<file path="config.mk">
export PLATFORM = sky130hd
export DESIGN_NAME = switch_debouncer_flat
export DESIGN_NICKNAME = d
export VERILOG_FILES = /design/src/rtl/lab_pkg.sv /design/src/rtl/switch_debouncer_if.sv /design/src/rtl/debounce_bit.sv /design/src/rtl/switch_debouncer.sv /design/src/flat_wrapper.sv
export SDC_FILE = /design/constraint.sdc
export NUM_CORES = 1
export LEC_CHECK = 0
export BUFFER_PORTS_ARGS = -buffer_cell sky130_fd_sc_hd__buf_2
export CAP_MARGIN = 20
export CORE_UTILIZATION = 32
export CTS_BUF_LIST = sky130_fd_sc_hd__clkbuf_16
export DETAILED_ROUTE_END_ITERATION = 7
export HOLD_SLACK_MARGIN = 0.05
export PLACE_DENSITY_LB_ADDON = 0.2
export SLEW_MARGIN = 20
export SYNTH_ARGS = -nofsm -noshare
export SYNTH_HDL_FRONTEND = slang
export SYNTH_SLANG_ARGS = --single-unit
</file>
<file path="constraint.sdc">
create_clock -name clk -period 2.8 [get_ports clk]
set_input_delay 0.42 -clock clk [delete_from_list [all_inputs] [get_ports clk]]
set_output_delay 0.42 -clock clk [all_outputs]
set_load 0.02 [all_outputs]
</file>
<file path="src/rtl/lab_pkg.sv">
`default_nettype none
// ============================================================================
// Module   : lab_pkg
// Purpose  : Shared constants and types for the lab board front-end logic.
//            SW_WIDTH            - number of slide switches on the board
//            SIM_STABLE_CYCLES   - short debounce window used in simulation
//            BOARD_STABLE_CYCLES - 10 ms at 50 MHz for the real board build
//            db_state_t          - per-bit debounce FSM state
// Revision : 1.0 - initial release
// ============================================================================
package lab_pkg;

  localparam int SW_WIDTH            = 8;
  localparam int SIM_STABLE_CYCLES   = 4;
  localparam int BOARD_STABLE_CYCLES = 500000;

  typedef enum logic [0:0] {
    DB_IDLE  = 1'b0,
    DB_COUNT = 1'b1
  } db_state_t;

endpackage : lab_pkg
`default_nettype wire

</file>
<file path="src/rtl/switch_debouncer_if.sv">
`default_nettype none
// ============================================================================
// Module   : switch_debouncer_if
// Purpose  : Bundles the raw switch pins and the conditioned outputs.
//            sw_raw     - asynchronous switch pins (into the debouncer)
//            sw_out     - debounced level
//            sw_rise    - one-cycle pulse per bit on sw_out 0->1
//            sw_fall    - one-cycle pulse per bit on sw_out 1->0
//            any_change - OR of all rise/fall pulses, same cycle as pulses
//            master modport: the debouncer; slave modport: the consumer.
// Revision : 1.0 - initial release
// ============================================================================
interface switch_debouncer_if
  import lab_pkg::*;
#(
  parameter int WIDTH = SW_WIDTH
);

  logic [WIDTH-1:0] sw_raw;
  logic [WIDTH-1:0] sw_out;
  logic [WIDTH-1:0] sw_rise;
  logic [WIDTH-1:0] sw_fall;
  logic             any_change;

  modport master (
    input  sw_raw,
    output sw_out,
    output sw_rise,
    output sw_fall,
    output any_change
  );

  modport slave (
    output sw_raw,
    input  sw_out,
    input  sw_rise,
    input  sw_fall,
    input  any_change
  );

endinterface : switch_debouncer_if
`default_nettype wire

</file>
<file path="src/rtl/debounce_bit.sv">
`default_nettype none
// ============================================================================
// Module   : debounce_bit
// Purpose  : One switch bit: 2-flop synchronizer, stability counter FSM,
//            registered level and registered rise/fall pulses.
//            clk, rst  - system clock, synchronous active-high reset
//            sw_raw    - asynchronous pin
//            sw_out    - debounced level
//            sw_rise   - pulse when sw_out goes 0->1
//            sw_fall   - pulse when sw_out goes 1->0
//            change    - combinational "level accepted this cycle" flag, lets
//                        the parent register any_change alongside the pulses
// Revision : 1.0 - initial release
// ============================================================================
module debounce_bit
  import lab_pkg::*;
#(
  parameter int STABLE_CYCLES = SIM_STABLE_CYCLES
) (
  input  wire  logic clk,
  input  wire  logic rst,
  input  wire  logic sw_raw,
  output logic       sw_out,
  output logic       sw_rise,
  output logic       sw_fall,
  output logic       change
);

  localparam int             CNT_W    = $clog2(STABLE_CYCLES + 1);
  localparam logic [CNT_W-1:0] CNT_LAST = CNT_W'(STABLE_CYCLES - 1);

  logic             sync1_q, sync1_d;
  logic             sync2_q, sync2_d;
  db_state_t        state_q, state_d;
  logic [CNT_W-1:0] cnt_q,   cnt_d;
  logic             out_q,   out_d;
  logic             rise_q,  rise_d;
  logic             fall_q,  fall_d;
  logic             accept;

  always_comb begin
    sync1_d = sw_raw;
    sync2_d = sync1_q;
    state_d = state_q;
    cnt_d   = cnt_q;
    accept  = 1'b0;

    case (state_q)
      DB_IDLE: begin
        if (sync2_q != out_q) begin
          // A one-cycle window means the first differing sample is enough.
          if (STABLE_CYCLES == 1) begin
            accept = 1'b1;
          end else begin
            state_d = DB_COUNT;
            cnt_d   = CNT_W'(1);
          end
        end
      end
      DB_COUNT: begin
        if (sync2_q == out_q) begin
          // Input bounced back before the window closed: discard.
          state_d = DB_IDLE;
          cnt_d   = '0;
        end else if (cnt_q == CNT_LAST) begin
          // Clearing here is what keeps the counter from ever wrapping.
          accept  = 1'b1;
          state_d = DB_IDLE;
          cnt_d   = '0;
        end else begin
          cnt_d = cnt_q + CNT_W'(1);
        end
      end
      default: begin
        state_d = DB_IDLE;
        cnt_d   = '0;
      end
    endcase

    out_d  = accept ? sync2_q : out_q;
    rise_d = accept &  sync2_q;
    fall_d = accept & ~sync2_q;
  end

  always_ff @(posedge clk) begin
    if (rst) begin
      sync1_q <= 1'b0;
      sync2_q <= 1'b0;
      state_q <= DB_IDLE;
      cnt_q   <= '0;
      out_q   <= 1'b0;
      rise_q  <= 1'b0;
      fall_q  <= 1'b0;
    end else begin
      sync1_q <= sync1_d;
      sync2_q <= sync2_d;
      state_q <= state_d;
      cnt_q   <= cnt_d;
      out_q   <= out_d;
      rise_q  <= rise_d;
      fall_q  <= fall_d;
    end
  end

  assign sw_out  = out_q;
  assign sw_rise = rise_q;
  assign sw_fall = fall_q;
  assign change  = accept;

endmodule : debounce_bit
`default_nettype wire

</file>
<file path="src/rtl/switch_debouncer.sv">
`default_nettype none
// ============================================================================
// Module   : switch_debouncer
// Purpose  : Debounces WIDTH slide switches ahead of the main lab logic.
//            clk, rst - system clock, synchronous active-high reset
//            bus      - switch_debouncer_if master: sw_raw in; sw_out,
//                       sw_rise, sw_fall, any_change out
//            Each bit is an independent debounce_bit; this level only owns
//            the any_change register.
// Revision : 1.0 - initial release
// ============================================================================
module switch_debouncer
  import lab_pkg::*;
#(
  parameter int WIDTH         = SW_WIDTH,
  parameter int STABLE_CYCLES = SIM_STABLE_CYCLES
) (
  input  wire logic          clk,
  input  wire logic          rst,
  switch_debouncer_if.master bus
);

  logic [WIDTH-1:0] sw_out_w;
  logic [WIDTH-1:0] sw_rise_w;
  logic [WIDTH-1:0] sw_fall_w;
  logic [WIDTH-1:0] change_w;
  logic             any_change_q, any_change_d;

  for (genvar i = 0; i < WIDTH; i++) begin : g_bits
    debounce_bit #(
      .STABLE_CYCLES (STABLE_CYCLES)
    ) u_bit (
      .clk     (clk),
      .rst     (rst),
      .sw_raw  (bus.sw_raw[i]),
      .sw_out  (sw_out_w[i]),
      .sw_rise (sw_rise_w[i]),
      .sw_fall (sw_fall_w[i]),
      .change  (change_w[i])
    );
  end

  // Built from the pre-register accept flags so it lands with the pulses.
  always_comb begin
    any_change_d = |change_w;
  end

  always_ff @(posedge clk) begin
    if (rst) begin
      any_change_q <= 1'b0;
    end else begin
      any_change_q <= any_change_d;
    end
  end

  assign bus.sw_out     = sw_out_w;
  assign bus.sw_rise    = sw_rise_w;
  assign bus.sw_fall    = sw_fall_w;
  assign bus.any_change = any_change_q;

endmodule : switch_debouncer
`default_nettype wire

</file>
<file path="src/flat_wrapper.sv">
// flat-port wrapper written by rule: the top's interface ports become plain ports
module switch_debouncer_flat import lab_pkg::*;
#(
  parameter int WIDTH         = SW_WIDTH,
  parameter int STABLE_CYCLES = SIM_STABLE_CYCLES
)
  (clk, rst, bus_sw_raw, bus_sw_out, bus_sw_rise, bus_sw_fall, bus_any_change);
  switch_debouncer_if #(.WIDTH(WIDTH)) bus_i ();
  input  wire logic clk;
  input  wire logic rst;
  input wire logic [$bits(bus_i.sw_raw)-1:0] bus_sw_raw;
  output wire logic [$bits(bus_i.sw_out)-1:0] bus_sw_out;
  output wire logic [$bits(bus_i.sw_rise)-1:0] bus_sw_rise;
  output wire logic [$bits(bus_i.sw_fall)-1:0] bus_sw_fall;
  output wire logic [$bits(bus_i.any_change)-1:0] bus_any_change;
  assign bus_i.sw_raw = bus_sw_raw;
  assign bus_sw_out = bus_i.sw_out;
  assign bus_sw_rise = bus_i.sw_rise;
  assign bus_sw_fall = bus_i.sw_fall;
  assign bus_any_change = bus_i.any_change;
  switch_debouncer #(.WIDTH(WIDTH), .STABLE_CYCLES(STABLE_CYCLES)) u_core (.clk(clk), .rst(rst), .bus(bus_i));
endmodule
</file>
Word level (Yosys, flattened, before mapping)
Index checks and enable logic that the tools add are counted.
{"block": "classes", "n_addsub": 8, "eq_ne": 32, "mux": 88, "bitwise": 32, "reduce_logical": 1}
{"operator": "$mux 3", "n": 24}
{"operator": "$mux 1", "n": 48}
{"operator": "$pmux 3 s2", "n": 8}
{"operator": "$add 3x1->3 const B", "n": 8}
{"operator": "$eq 3x2->1 const B", "n": 8}
{"operator": "$and 1x1->1", "n": 16}
{"operator": "$ne 2x2->1 const B", "n": 8}
{"operator": "$not 1->1", "n": 16}
{"operator": "$pmux 1 s2", "n": 8}
{"operator": "$eq 1x1->1", "n": 8}
{"operator": "$ne 1x1->1", "n": 8}
{"operator": "$reduce_or 8->1", "n": 1}
{"block": "word_totals", "reg_bits": 73, "inputBits": 10, "out_inout_bits": 25, "wordCells": 218}

Depth between registers and ports, before layout
Gate-level depths: netlist (run 1).
{"block": "depth", "ltp_word": 5, "depth_mapped": 5, "ltp_nobuf": 5}

Hierarchy
From an unflattened synthesis (run 1), not the netlist that was laid out.
{"block": "unflattened", "hier_cells": 259, "area_unflattened_um2": 2974.1}
{"module": "debounce_bit at u_core.g_bits[0].u_bit ...", "n_inst": 7, "cells_each": 32, "area_each_um2": 369.1, "seq_area_each_um2": 180.2}
{"module": "debounce_bit at u_core.g_bits[6].u_bit", "n_inst": 1, "cells_each": 31, "area_each_um2": 352.8, "seq_area_each_um2": 180.2}
{"module": "switch_debouncer", "n_inst": 1, "cells_each": 4, "area_each_um2": 37.5, "seq_area_each_um2": 20.0}

Worst setup path after synthesis (run 1)
No wires, ideal clock.
{"block": "synth_timing", "path_type": "reg2reg", "start": "reg u_core.g_bits[4].u_bit.cnt_q[0]", "end": "reg u_core.any_change_q (netlist: u_core.bus.any_change)", "setup_ps": 133, "arrival_time_ps": 1088, "required_time_ps": 2667, "setup_slack_ps": 1580, "path_stages_with_launch": 6, "path_buffers": 0, "synth_period_minus_slack_ps": 1220, "path_cell_list": "dfxtp_1 ha_1 nand3b_1 nor2b_1 nor4_1 a31oi_1"}
{"block": "synth_between", "elab_chain_len": 5}
{"element": "from (decl)", "line_no": "debounce_bit.sv:35", "source": "logic [CNT_W-1:0] cnt_q, cnt_d;"}
{"element": "from (signal assigned)", "line_no": "debounce_bit.sv:98", "source": "cnt_q <= cnt_d;"}
{"element": "$eq 3x2->1", "line_no": "debounce_bit.sv:65", "source": "end else if (cnt_q == CNT_LAST) begin"}
{"element": "$mux 1", "line_no": "debounce_bit.sv:65"}
{"element": "$mux 1", "line_no": "debounce_bit.sv:61", "source": "if (sync2_q == out_q) begin"}
{"element": "$mux 1", "line_no": "debounce_bit.sv:48", "source": "case (state_q)"}
{"element": "$reduce_or 8->1", "line_no": "switch_debouncer.sv:45", "source": "any_change_d = |change_w;"}
{"element": "to (signal assigned)", "line_no": "switch_debouncer.sv:52", "source": "any_change_q <= any_change_d;"}
{"element": "to (decl)", "line_no": "switch_debouncer.sv:27", "source": "logic any_change_q, any_change_d;"}
No other way between the ends.
A chain may end at the register's enable or synchronous reset.

Worst setup path in the final report (run 1)
{"block": "layout_timing", "start": "reg u_core.g_bits[6].u_bit.cnt_q[0]", "end": "reg u_core.any_change_q (netlist: u_core.bus.any_change)"}
{"block": "layout_between", "elab_chain_len": 5}
{"element": "from (decl)", "line_no": "debounce_bit.sv:35"}
{"element": "from (signal assigned)", "line_no": "debounce_bit.sv:98"}
{"element": "$eq 3x2->1", "line_no": "debounce_bit.sv:65"}
{"element": "$mux 1", "line_no": "debounce_bit.sv:65"}
{"element": "$mux 1", "line_no": "debounce_bit.sv:61"}
{"element": "$mux 1", "line_no": "debounce_bit.sv:48"}
{"element": "$reduce_or 8->1", "line_no": "switch_debouncer.sv:45"}
No other way between the ends.

==> metrics.txt, run 1 <==
final HPWL from detailed placement 3100 um; RSZ-0062 raised after global routing no; met3 routed wirelength 154 um; Worst-path clk slew 0.05 ns; CP arrival 1.68 ns; status finished clean; Seq/Total Area, Yosys 0.511; pre-CTS WS 1.28 ns; slack of the critical path 1.31 ns; Pwr per Cell Area 656 nW/um^2; TritonCTS clock tree built; WL/cell 10.8 um; Layout area overhead 12.7%; crit start category flop; synthesized area per cell 9.79 um^2; placed cell areas 2970 um^2; worst hold margin 0.309 ns; Max FO, Critical Path 5; final wirelength 4510 um; largest net degree at the start of global routing 31; metal2 WL 1980 um; FF/Latch Area 1460 um^2; Slew headroom 0.729; Antenna Nets Post-Route 0; synthesis-stage register bit count 73; Worst path max stage delay 0.40 ns; Post-synth EDFFs 0; final setup TNS 0 ns; distinct cell type count of the synthesized netlist 29; Layout Utilization 0.371; cells after synthesis 292; Layout fillers 903; DIE WIDTH 96.5 um; worst vdd ir 250 uV; total track usage 0.108; final cell count without fillers 419; Hold Vio Cnt, Final 0; standard-cell rows 34; # clock sinks 73; First-pass DRT Iterations 4; Req. time, crit path 2.99 ns; via/cell ratio 4.47; Clock Latency Late Sink 0.32 ns; total gr overflow 0; fin crit share 0.532; DRT iter0 DRCs 40; Core Area 8680 um^2; CTS Buf Count 9; Max Root-Sink Buffers 2; Setup CP Type flop to flop; first-pass GRT wire length 7690 um; Mapped Area 2860 um^2; Setup Viol. Count Final 0; die area 9310 um^2; Hold Path Class primary input to flop; H-tree levels 3; post-route design area 3220 um^2; fin crit period 1.49 ns; met1 wire length 2300 um; I/O pin count 35; Layout Nets 325; vias in the first global route 1756; Top Metal Used met4; Post-synth ARST share 0; Critical-path top delay cell nor4_1; critical-path cell list ha_1 > nand3b_1 > nor2b_1 > nor4_1 > a31oi_1; Antenna Diode Count 0; Vias 1873; Final Total Pwr 2.11 mW; CP Capture Type flop; fraction of layout cells with a size suffix above 1 0.164; area of the multi-input gates 1180 um^2; leakage power 1.39 nW; Synth Flop Type dfxtp_1; Inst Count DP 404; IO Port Bufs 34; antenna violations before repair 0; top achievable clock speed 0.671 GHz; Initial Util 0.329; cts repair resizes 0; Worst Tran Pin Value 0.405 ns; Yosys warning count 0; Slew Limit Fails 0; CTS root buffer clkbuf_16; net count after synthesis 310; Die Y 96.5 um; Post-CTS Setup Inserts 0; cts hold-fix bufs 0; RePlAce Congestion 0.714; MaxCap Viol Count 0; Clock Skews 0.00567 ns; DRC viols 0
-- area by class of cell --
cell class | count | share of cell area
clock inverter | 6 | 0.00855
sequential | 73 | 0.454
inverter | 1 | 0.00117
timing repair buffer | 36 | 0.0575
multi-input combinational | 186 | 0.367
clock buffer | 9 | 0.0699
tap | 108 | 0.0420
-- per-layer routing --
metal / vias up / GRT usage
met5: - / 0
met4: 0 / 0.0515
met3: 6 / 0.0360
met2: 21 / 0.165
met1: 853 / 0.136
li1: 993 / -
-- state kept, by name, indices dropped and copies added (netlist names) --
name / flops
u_core.bus.any_change: 1
u_core.g_bits.u_bit.cnt_q: 24
u_core.g_bits.u_bit.state_q: 8
u_core.g_bits.u_bit.sw_fall: 8
u_core.g_bits.u_bit.sw_out: 8
u_core.g_bits.u_bit.sw_rise: 8
u_core.g_bits.u_bit.sync1_q: 8
u_core.g_bits.u_bit.sync2_q: 8
-- cells in the mapped netlist (3+ instances only) --
cell      number  area, um^2
dfxtp_1       73        1460
nor2_1        27         101
nor2b_1       26         163
nand2_1       25        93.8
buf_4         24         180
o21ai_0       12        60.1
a21oi_1       11        55.1
and3b_1       10        87.6
nor4b_1       10        87.6
clkbuf_1       8        30.0
ha_1           8         100
nand3_1        8        40.0
o21bai_1       8        60.1
mux2i_1        6        60.1
xor2_1         5        43.8
nand2b_1       4        25.0
nand3b_1       4        30.0
nor3_1         4        20.0
nor3b_1        4        30.0
xor2_2         3        48.8
-- placed cells by master (no fill, tap or decap) --
cell type,instances
and2_1,1
xor2_1,5
nand3b_1,4
nor3b_1,4
clkinv_2,1
inv_1,2
nand2_2,1
nand4_1,2
nor3_1,4
a31oi_1,1
buf_4,2
o21ai_0,12
clkinv_1,3
nand3_1,8
nand4b_1,2
nand2_1,25
ha_1,8
nand2b_1,4
a211oi_1,2
nor2_1,27
nor4b_1,10
clkbuf_16,9
mux2i_1,6
nor4_1,1
clkinvlp_4,1
dfxtp_1,73
buf_2,34
nor2b_1,26
o21bai_1,8
and3b_1,10
and3_1,1
xor2_2,3
a21oi_1,11
-- worst max-delay path: cells and delay by family, from the launching register on --
family | cells | cell delay, ns
DFF | 1 | 0.32
AOI/OAI and AO/OA | 1 | 0.13
and+or+nand+nor | 3 | 0.70
adders and majority gates | 1 | 0.22
-- path summary, 6_finish.rpt --
check | startpoint | endpoint | slack (ns) | cells after the start
setup reg to reg | u_core.g_bits[6].u_bit.cnt_q[0] | u_core.bus.any_change | 1.31 | 5
hold reg to reg | u_core.g_bits[5].u_bit.sync1_q | u_core.g_bits[5].u_bit.sync2_q | 0.43 | 1
setup / recovery | u_core.g_bits[6].u_bit.cnt_q[0] | u_core.bus.any_change | 1.31 | 5
hold / removal | bus_sw_raw[4] | u_core.g_bits[4].u_bit.sync1_q | 0.31 | 2
-- cells by family after synthesis --
group,synth area share
buffers and inverters,0.0749
AO/OA/AOI/OAI,0.0687
adder cells (fa/ha/maj),0.0350
XOR/XNOR,0.0324
AND/OR/NAND/NOR,0.257
flip-flops,0.511
multiplexers,0.0210
-- report_power, final --
group | leakage, nW | internal [mW] | total [mW] | switching [mW]
Combinational | 0.669 | 0.0300 | 0.0666 | 0.0366
Sequential | 0.593 | 1.06 | 1.07 | 0.0145
Clock | 0.125 | 0.579 | 0.970 | 0.391
Total | 1.39 | 1.67 | 2.11 | 0.442
(Power assumes the default switching activity.)
==> inputs of run 2 (changes only) <==
--- a/config.mk
+++ b/config.mk
@@ -5,6 +5,7 @@
 export SDC_FILE = /design/constraint.sdc
 export NUM_CORES = 1
 export LEC_CHECK = 0
+export ABC_AREA = 1
 export BUFFER_PORTS_ARGS = -buffer_cell sky130_fd_sc_hd__buf_2
 export CAP_MARGIN = 20
 export CORE_UTILIZATION = 32
==> constraint.sdc (replaced) <==
create_clock -name clk -period 1.33 [get_ports clk]
set_input_delay 0.1995 -clock clk [delete_from_list [all_inputs] [get_ports clk]]
set_output_delay 0.1995 -clock clk [all_outputs]
set_load 0.02 [all_outputs]
==> metrics.txt, run 2 <==
status finished clean (unchanged); most frequent cell after synthesis dfxtp_1 (unchanged); H-tree levels 3 (unchanged); CTS Buf Count 9 (unchanged); fin crit period 1.20 ns (was 1.49 ns); RePlAce Congestion 0.762 (was 0.714); total gr overflow 0 (unchanged); first-pass GRT wire length 8450 um (was 7690 um); Antenna Diode Count 0 (unchanged); Worst path max stage delay 0.32 ns (was 0.40 ns); Max Root-Sink Buffers 2 (unchanged); IO Port Bufs 34 (unchanged); Core Area 8720 um^2 (was 8680 um^2); via/cell ratio 4.39 (was 4.47); RSZ-0062 raised after global routing no (unchanged); Yosys warning count 0 (unchanged); Die Y 96.9 um (was 96.5 um); MaxCap Viol Count 0 (unchanged); Setup CP Type flop to flop (unchanged); Vias 2152 (was 1873); top-area cell type share of the netlist area 0.507 (was 0.511); leakage power 1.48 nW (was 1.39 nW); slack of the critical path 0.128 ns (was 1.31 ns); I/O pin count 35 (unchanged); crit start category flop (unchanged); most common cell after layout, fill and taps aside dfxtp_1 (unchanged); Layout area overhead 13.3% (was 12.7%); Slew headroom 0.805 (was 0.729); critical-path cell list ha_1 > nand3_1 > inv_1 > nand2_1 > nand2_1 > nor2_2 > a21oi_2 (was ha_1 > nand3b_1 > nor2b_1 > nor4_1 > a31oi_1); Top cell by count, worst path nand2_1; final wirelength 4850 um (was 4510 um); Layout fillers 882 (was 903); cells after synthesis 361 (was 292); distinct cell type count of the synthesized netlist 21 (was 29); largest net degree at the start of global routing 26 (was 31); # clock sinks 73 (unchanged); DRT iter0 DRCs 83 (was 40); antenna violations before repair 0 (unchanged); Pwr per Cell Area 1430 nW/um^2 (was 656 nW/um^2); synthesized area per cell 7.98 um^2 (was 9.79 um^2); CP Capture Type flop (unchanged); total track usage 0.112 (was 0.108); die area 9390 um^2 (was 9310 um^2); pre-CTS WS 0.0766 ns (was 1.28 ns); Comb pwr share 0.032 (about the same); Worst-path clk slew 0.05 ns (about the same); worst vdd ir 478 uV (was 250 uV); Slew Limit Fails 0 (unchanged); Post-synth EDFFs 0 (unchanged); NetSw 960 uW (was 442 uW); TritonCTS clock tree built (unchanged); Clock Power Share 0.483 (was 0.460); Synth area leaders dfxtp_1 (51%), nand2_1 (7.7%), nor2_1 (6.5%) (was dfxtp_1 (51%), buf_4 (6.3%), nor2b_1 (5.7%)); Hold Vio Cnt, Final 0 (unchanged); Critical-path top delay cell dfxtp_1 (was nor4_1); DRC viols 0 (unchanged); Synth Flop Type dfxtp_1 (unchanged); Post-synth ARST share 0 (unchanged); Seq/Total Area, Yosys 0.507 (was 0.511); Worst Hold Path Cells 3 (was 2); Top reg by flops u_core.g_bits.u_bit.cnt_q (unchanged); Layout Nets 396 (was 325); Largest register FFs 24 (unchanged); DIE WIDTH 96.9 um (was 96.5 um); Antenna Nets Post-Route 0 (unchanged); Max FO, Critical Path 3 (was 5); R2R cell count 7 (was 5); vias in the first global route 1975 (was 1756); Mapped Area 2880 um^2 (was 2860 um^2); First-pass DRT Iterations 4 (unchanged); Synth area leader dfxtp_1 (unchanged); net count after synthesis 379 (was 310); Req. time, crit path 1.53 ns (was 2.99 ns); standard-cell rows 34 (unchanged); CP arrival 1.41 ns (was 1.68 ns); Worst Tran Pin Value 0.292 ns (was 0.405 ns); synthesis-stage register bit count 73 (unchanged); Setup Viol. Count Final 0 (unchanged); fin crit share 0.904 (was 0.532); WL/cell 9.90 um (was 10.8 um); final setup TNS 0 ns (unchanged); fraction of layout cells with a size suffix above 1 0.162 (was 0.164); Initial Util 0.330 (was 0.329); top achievable clock speed 0.832 GHz (was 0.671 GHz); Commonest cells post-synth dfxtp_1 (73), nand2_1 (59), nor2_1 (50), inv_1 (49), a21oi_1 (28) (was dfxtp_1 (73), nor2_1 (27), nor2b_1 (26), nand2_1 (25), buf_4 (24)); CTS root buffer clkbuf_16 (unchanged); commonest non-fill, non-tap cells in the layout dfxtp_1 (73), nand2_1 (59), inv_1 (50) (was dfxtp_1 (73), buf_2 (34), nor2_1 (27)); Clock Skews 0.00437 ns (was 0.00567 ns); Clock Latency Late Sink 0.32 ns (about the same); cts hold-fix bufs 0 (unchanged); Pint 3.70 mW (was 1.67 mW); final HPWL from detailed placement 3400 um (was 3100 um); power share of the sequential group 0.486 (was 0.509); Sw Ratio 0.206 (was 0.209); Hold Path Class primary input to flop (unchanged)
==> run 2: cell count changes after synthesis, moves of 8 or more <==
cell      delta
nor2b_1     -26
and3b_1     -10
o21bai_1     -8
nor4b_1     -10
nor2_1      +23
a21oi_1     +17
nand3_1     +17
nand2_1     +34
inv_1       +48
==> run 2: layout make-up <==
class,instances,area (um^2),share of cell area
repair buffers,37,193,0.0590
clock buffers,9,225,0.0690
inverters,50,188,0.0575
well taps,108,135,0.0414
multi-input cells,207,1010,0.310
flip-flops and latches,73,1460,0.448
clock inverters,6,51.3,0.0157
==> run 2: power groups by stage <==
stage | Combinational [mW] | Clock (mW) | Sequential, mW
floorplan | 0.113 | 0 | 2.30
global placement | 0.148 | 0 | 2.31
detailed placement | 0.150 | 0 | 2.31
CTS | 0.151 | 2.32 | 2.26
global route | 0.172 | 2.41 | 2.27
finish | 0.147 | 2.25 | 2.26
==> run 2: timing repair <==
| item | 4_1_cts | 5_1_grt |
|---|---|---|
| endpoints found under the hold margin | 0 | 0 |
| gates resized for setup | 0 | 1 |
| buffers inserted | 0 | 0 |
| setup endpoints to repair | 0 | 1 |
==> run 2: kinds of logic after synthesis <==
group                      share of synthesized area
AOI/OAI and AO/OA                             0.0777
and+or+nand+nor                                0.238
adders and majority gates                     0.0347
buffers and inverters                          0.143
DFF                                            0.507
==> run 2: worst max-delay path: cells and delay by family (launching register included) <==
family | cells | cell delay, ns
buffers and inverters | 1 | 0.06
and+or+nand+nor | 4 | 0.43
AOI/OAI and AO/OA | 1 | 0.06
adders and majority gates | 1 | 0.22
DFF | 1 | 0.32
==> run 2: layer usage <==
metal  global-route usage  share of wire
met1                0.131           0.50
met2                0.176           0.45
met3               0.0405          0.035
met4               0.0677          0.023
met5                    0              0
==> run 2: metrics by stage <==
stage | instances | hold slack, ns | area (um^2) | util | power, mW
floorplan | 361 | 0.306 | 2880 | - | 2.41
global placement | 475 | 0.390 | 2990 | 0.342 | 2.46
detailed placement | 475 | 0.396 | 2990 | 0.342 | 2.46
CTS | 490 | 0.0632 | 3260 | 0.374 | 4.73
global route | 490 | 0.0726 | 3260 | 0.374 | 4.85
finish | 490 | 0.0720 | 3260 | 0.374 | 4.66
==> run 2: final timing paths <==
path | startpoint | end | slack [ns]
max reg2reg | u_core.g_bits[4].u_bit.cnt_q[0] | u_core.bus.any_change | 0.13
min | bus_sw_raw[5] | u_core.g_bits[5].u_bit.sync1_q | 0.07
min reg2reg | u_core.g_bits[4].u_bit.sync1_q | u_core.g_bits[4].u_bit.sync2_q | 0.40
max | u_core.g_bits[4].u_bit.cnt_q[0] | u_core.bus.any_change | 0.13
==> inputs of run 3 (changes only) <==
--- a/config.mk
+++ b/config.mk
@@ -8,11 +8,11 @@
 export ABC_AREA = 1
 export BUFFER_PORTS_ARGS = -buffer_cell sky130_fd_sc_hd__buf_2
 export CAP_MARGIN = 20
-export CORE_UTILIZATION = 32
+export CORE_UTILIZATION = 51
 export CTS_BUF_LIST = sky130_fd_sc_hd__clkbuf_16
 export DETAILED_ROUTE_END_ITERATION = 7
 export HOLD_SLACK_MARGIN = 0.05
-export PLACE_DENSITY_LB_ADDON = 0.2
+export PLACE_DENSITY = 0.78
 export SLEW_MARGIN = 20
 export SYNTH_ARGS = -nofsm -noshare
 export SYNTH_HDL_FRONTEND = slang
==> metrics.txt, run 3 (synthesis gave the netlist of run 2 again) <==
final HPWL from detailed placement 3250 um (was 3400 um); Top cell by count, worst path nand2_1 (unchanged); CP Capture Type flop (unchanged); Hold Vio Cnt, Final 0 (unchanged); total gr overflow 0 (unchanged); IO Port Bufs 34 (unchanged); Pwr per Cell Area 1490 nW/um^2 (was 1430 nW/um^2); Top reg by flops u_core.g_bits.u_bit.cnt_q (unchanged); H-tree levels 3 (unchanged); crit path buf inv count 0 (was 1); worst vdd ir 1120 uV (was 478 uV); I/O pin count 35 (unchanged); Worst-path clk slew 0.05 ns (about the same); Layout fillers 490 (was 882); RePlAce Congestion 0.760 (was 0.762); most common cell after layout, fill and taps aside dfxtp_1 (unchanged); final wirelength 4720 um (was 4850 um); # clock sinks 73 (unchanged); vias in the first global route 2009 (was 1975); crit-path leading delay family simple AND/OR/NAND/NOR gates (unchanged); cts repair resizes 0 (unchanged); Layout area overhead 13.0% (was 13.3%); Layout Utilization 0.595 (was 0.374); Slew Limit Fails 0 (unchanged); worst hold margin 0.0745 ns (was 0.0720 ns); crit start category flop (unchanged); Setup CP Type flop to flop (unchanged); First-pass DRT Iterations 4 (unchanged); final setup TNS 0 ns (unchanged); R2R cell count 7 (unchanged); CTS Buf Count 9 (unchanged); Initial Util 0.527 (was 0.330); Antenna Nets Post-Route 0 (unchanged); Vias 2156 (was 2152); Setup Viol. Count Final 0 (unchanged); placed cell areas 2940 um^2 (was 2990 um^2); R2R Setup Slk 0.1 ns (was 0.13 ns); RSZ-0062 raised after global routing no (unchanged); Req. time, crit path 1.54 ns (was 1.53 ns); Slew headroom 0.845 (was 0.805); Worst R2R Start u_core.g_bits[3].u_bit.cnt_q[0] (was u_core.g_bits[4].u_bit.cnt_q[0]); first-pass GRT wire length 8310 um (was 8450 um); Core Area 5470 um^2 (was 8720 um^2); Clock Latency Late Sink 0.32 ns (about the same); cts hold-fix bufs 0 (unchanged); Antenna Diode Count 0 (unchanged); Worst R2R End u_core.bus.any_change (unchanged); worst hold endpoint u_core.g_bits[3].u_bit.sync1_q (was u_core.g_bits[5].u_bit.sync1_q); power share of the sequential group 0.465 (was 0.486); leakage power 1.50 nW (was 1.48 nW); TritonCTS clock tree built (unchanged); Clock Skews 0.00343 ns (was 0.00437 ns); NetSw 959 uW (was 960 uW); CP arrival 1.44 ns (was 1.41 ns); antenna violations before repair 0 (unchanged); via/cell ratio 4.74 (was 4.39); Worst Tran Pin Value 0.233 ns (was 0.292 ns); Layout Nets 396 (unchanged); Largest register FFs 24 (unchanged); Critical-path top delay cell dfxtp_1 (unchanged); fin crit period 1.23 ns (was 1.20 ns); commonest non-fill, non-tap cells in the layout dfxtp_1 (73), nand2_1 (58), inv_1 (50) (was dfxtp_1 (73), nand2_1 (59), inv_1 (50)); largest net degree at the start of global routing 22 (was 26); post-route design area 3260 um^2 (about the same); Max Root-Sink Buffers 2 (unchanged); Worst Hold Path Cells 3 (unchanged); fin crit share 0.925 (was 0.904); min-delay src bus_sw_raw[3] (was bus_sw_raw[5]); fraction of layout cells with a size suffix above 1 0.172 (was 0.162); status finished clean (unchanged); die area 5950 um^2 (was 9390 um^2); Die Y 77.2 um (was 96.9 um); CTS root buffer clkbuf_16 (unchanged); total track usage 0.178 (was 0.112); top achievable clock speed 0.813 GHz (was 0.832 GHz); Clock Power Share 0.505 (was 0.483); Post-CTS Setup Inserts 0 (unchanged); Comb pwr share 0.030 (was 0.032); DRC viols 0 (unchanged); standard-cell rows 27 (was 34); Sw Ratio 0.197 (was 0.206); DRT iter0 DRCs 127 (was 83); MaxCap Viol Count 0 (unchanged); critical-path cell list ha_1 > nand2_1 > nor2_4 > nand2_1 > nand2_1 > nor2_2 > a21oi_2 (was ha_1 > nand3_1 > inv_1 > nand2_1 > nand2_1 > nor2_2 > a21oi_2); Pint 3.91 mW (was 3.70 mW); DIE WIDTH 77.2 um (was 96.9 um); WL/cell 10.4 um (was 9.90 um); Worst path max stage delay 0.32 ns (about the same); Max FO, Critical Path 4 (was 3); Hold Path Class primary input to flop (unchanged)
run 3: changes by cell type in the layout (fill, tap and decap cells not counted):
cell | before | now
clkinv_1 | 2 | 0
clkinv_2 | 2 | 3
nand2_2 | 7 | 8
clkinvlp_4 | 0 | 1
bufinv_16 | 1 | 2
nand2_1 | 59 | 58
run 3: layout make-up:
type / instances / area [um^2] / share of cell area
clock inverter: 7 / 86.3 / 0.0265
multi-input combinational: 207 / 1010 / 0.311
clock buffer: 9 / 225 / 0.0692
inverter: 50 / 188 / 0.0576
timing repair buffer: 37 / 193 / 0.0592
sequential: 73 / 1460 / 0.449
tap: 72 / 90.1 / 0.0277
run 3: metal layers:
metal / track usage / routed length, um / vias up
met5: 0 / 0 / -
met4: 0.0887 / 76 / 0
met3: 0.0476 / 192 / 7
met2: 0.296 / 2210 / 41
met1: 0.209 / 2250 / 953
li1: - / - / 1155
run 3: worst reg2reg max path, stage by stage, from the launching register on:
cell and delay (ns):
dfxtp_1 0.32, ha_1 0.21, nand2_1 0.13, nor2_4 0.06, nand2_1 0.11, nand2_1 0.11
nor2_2 0.12, a21oi_2 0.06
run 3: how the worst max path moves through the flow:
stage / from / slack [ns] / endpoint / cells after the start
final: u_core.g_bits[3].u_bit.cnt_q[0] / 0.1 / u_core.bus.any_change / 7
after global routing: u_core.g_bits[2].u_bit.cnt_q[0] / 0.009 / u_core.bus.any_change / 7
after CTS: u_core.g_bits[3].u_bit.cnt_q[0] / 0.07 / u_core.bus.any_change / 7
after detailed placement: u_core.g_bits[2].u_bit.cnt_q[0] / 0.10 / u_core.bus.any_change / 7
after global placement: u_core.g_bits[2].u_bit.cnt_q[0] / 0.12 / u_core.bus.any_change / 7
after floorplan: u_core.g_bits[4].u_bit.cnt_q[0] / 0.26 / u_core.bus.any_change / 7
run 3: per-stage QoR:
step           setup slack, ns  std cells  total power [mW]
2_1_floorplan            0.261        361              2.41
3_3_place_gp             0.118        439              2.45
3_5_place_dp             0.101        439              2.45
4_1_cts                 0.0657        455              4.91
5_1_grt                0.00866        455              5.04
6_report                 0.100        455              4.86
run 3: power by group through the flow:
stage	combinational [mW]	sequential, mW	clock, mW
2_1_floorplan	0.113	2.30	0
3_3_place_gp	0.141	2.31	0
3_5_place_dp	0.147	2.31	0
4_1_cts	0.149	2.26	2.50
5_1_grt	0.173	2.27	2.60
6_report	0.147	2.26	2.45
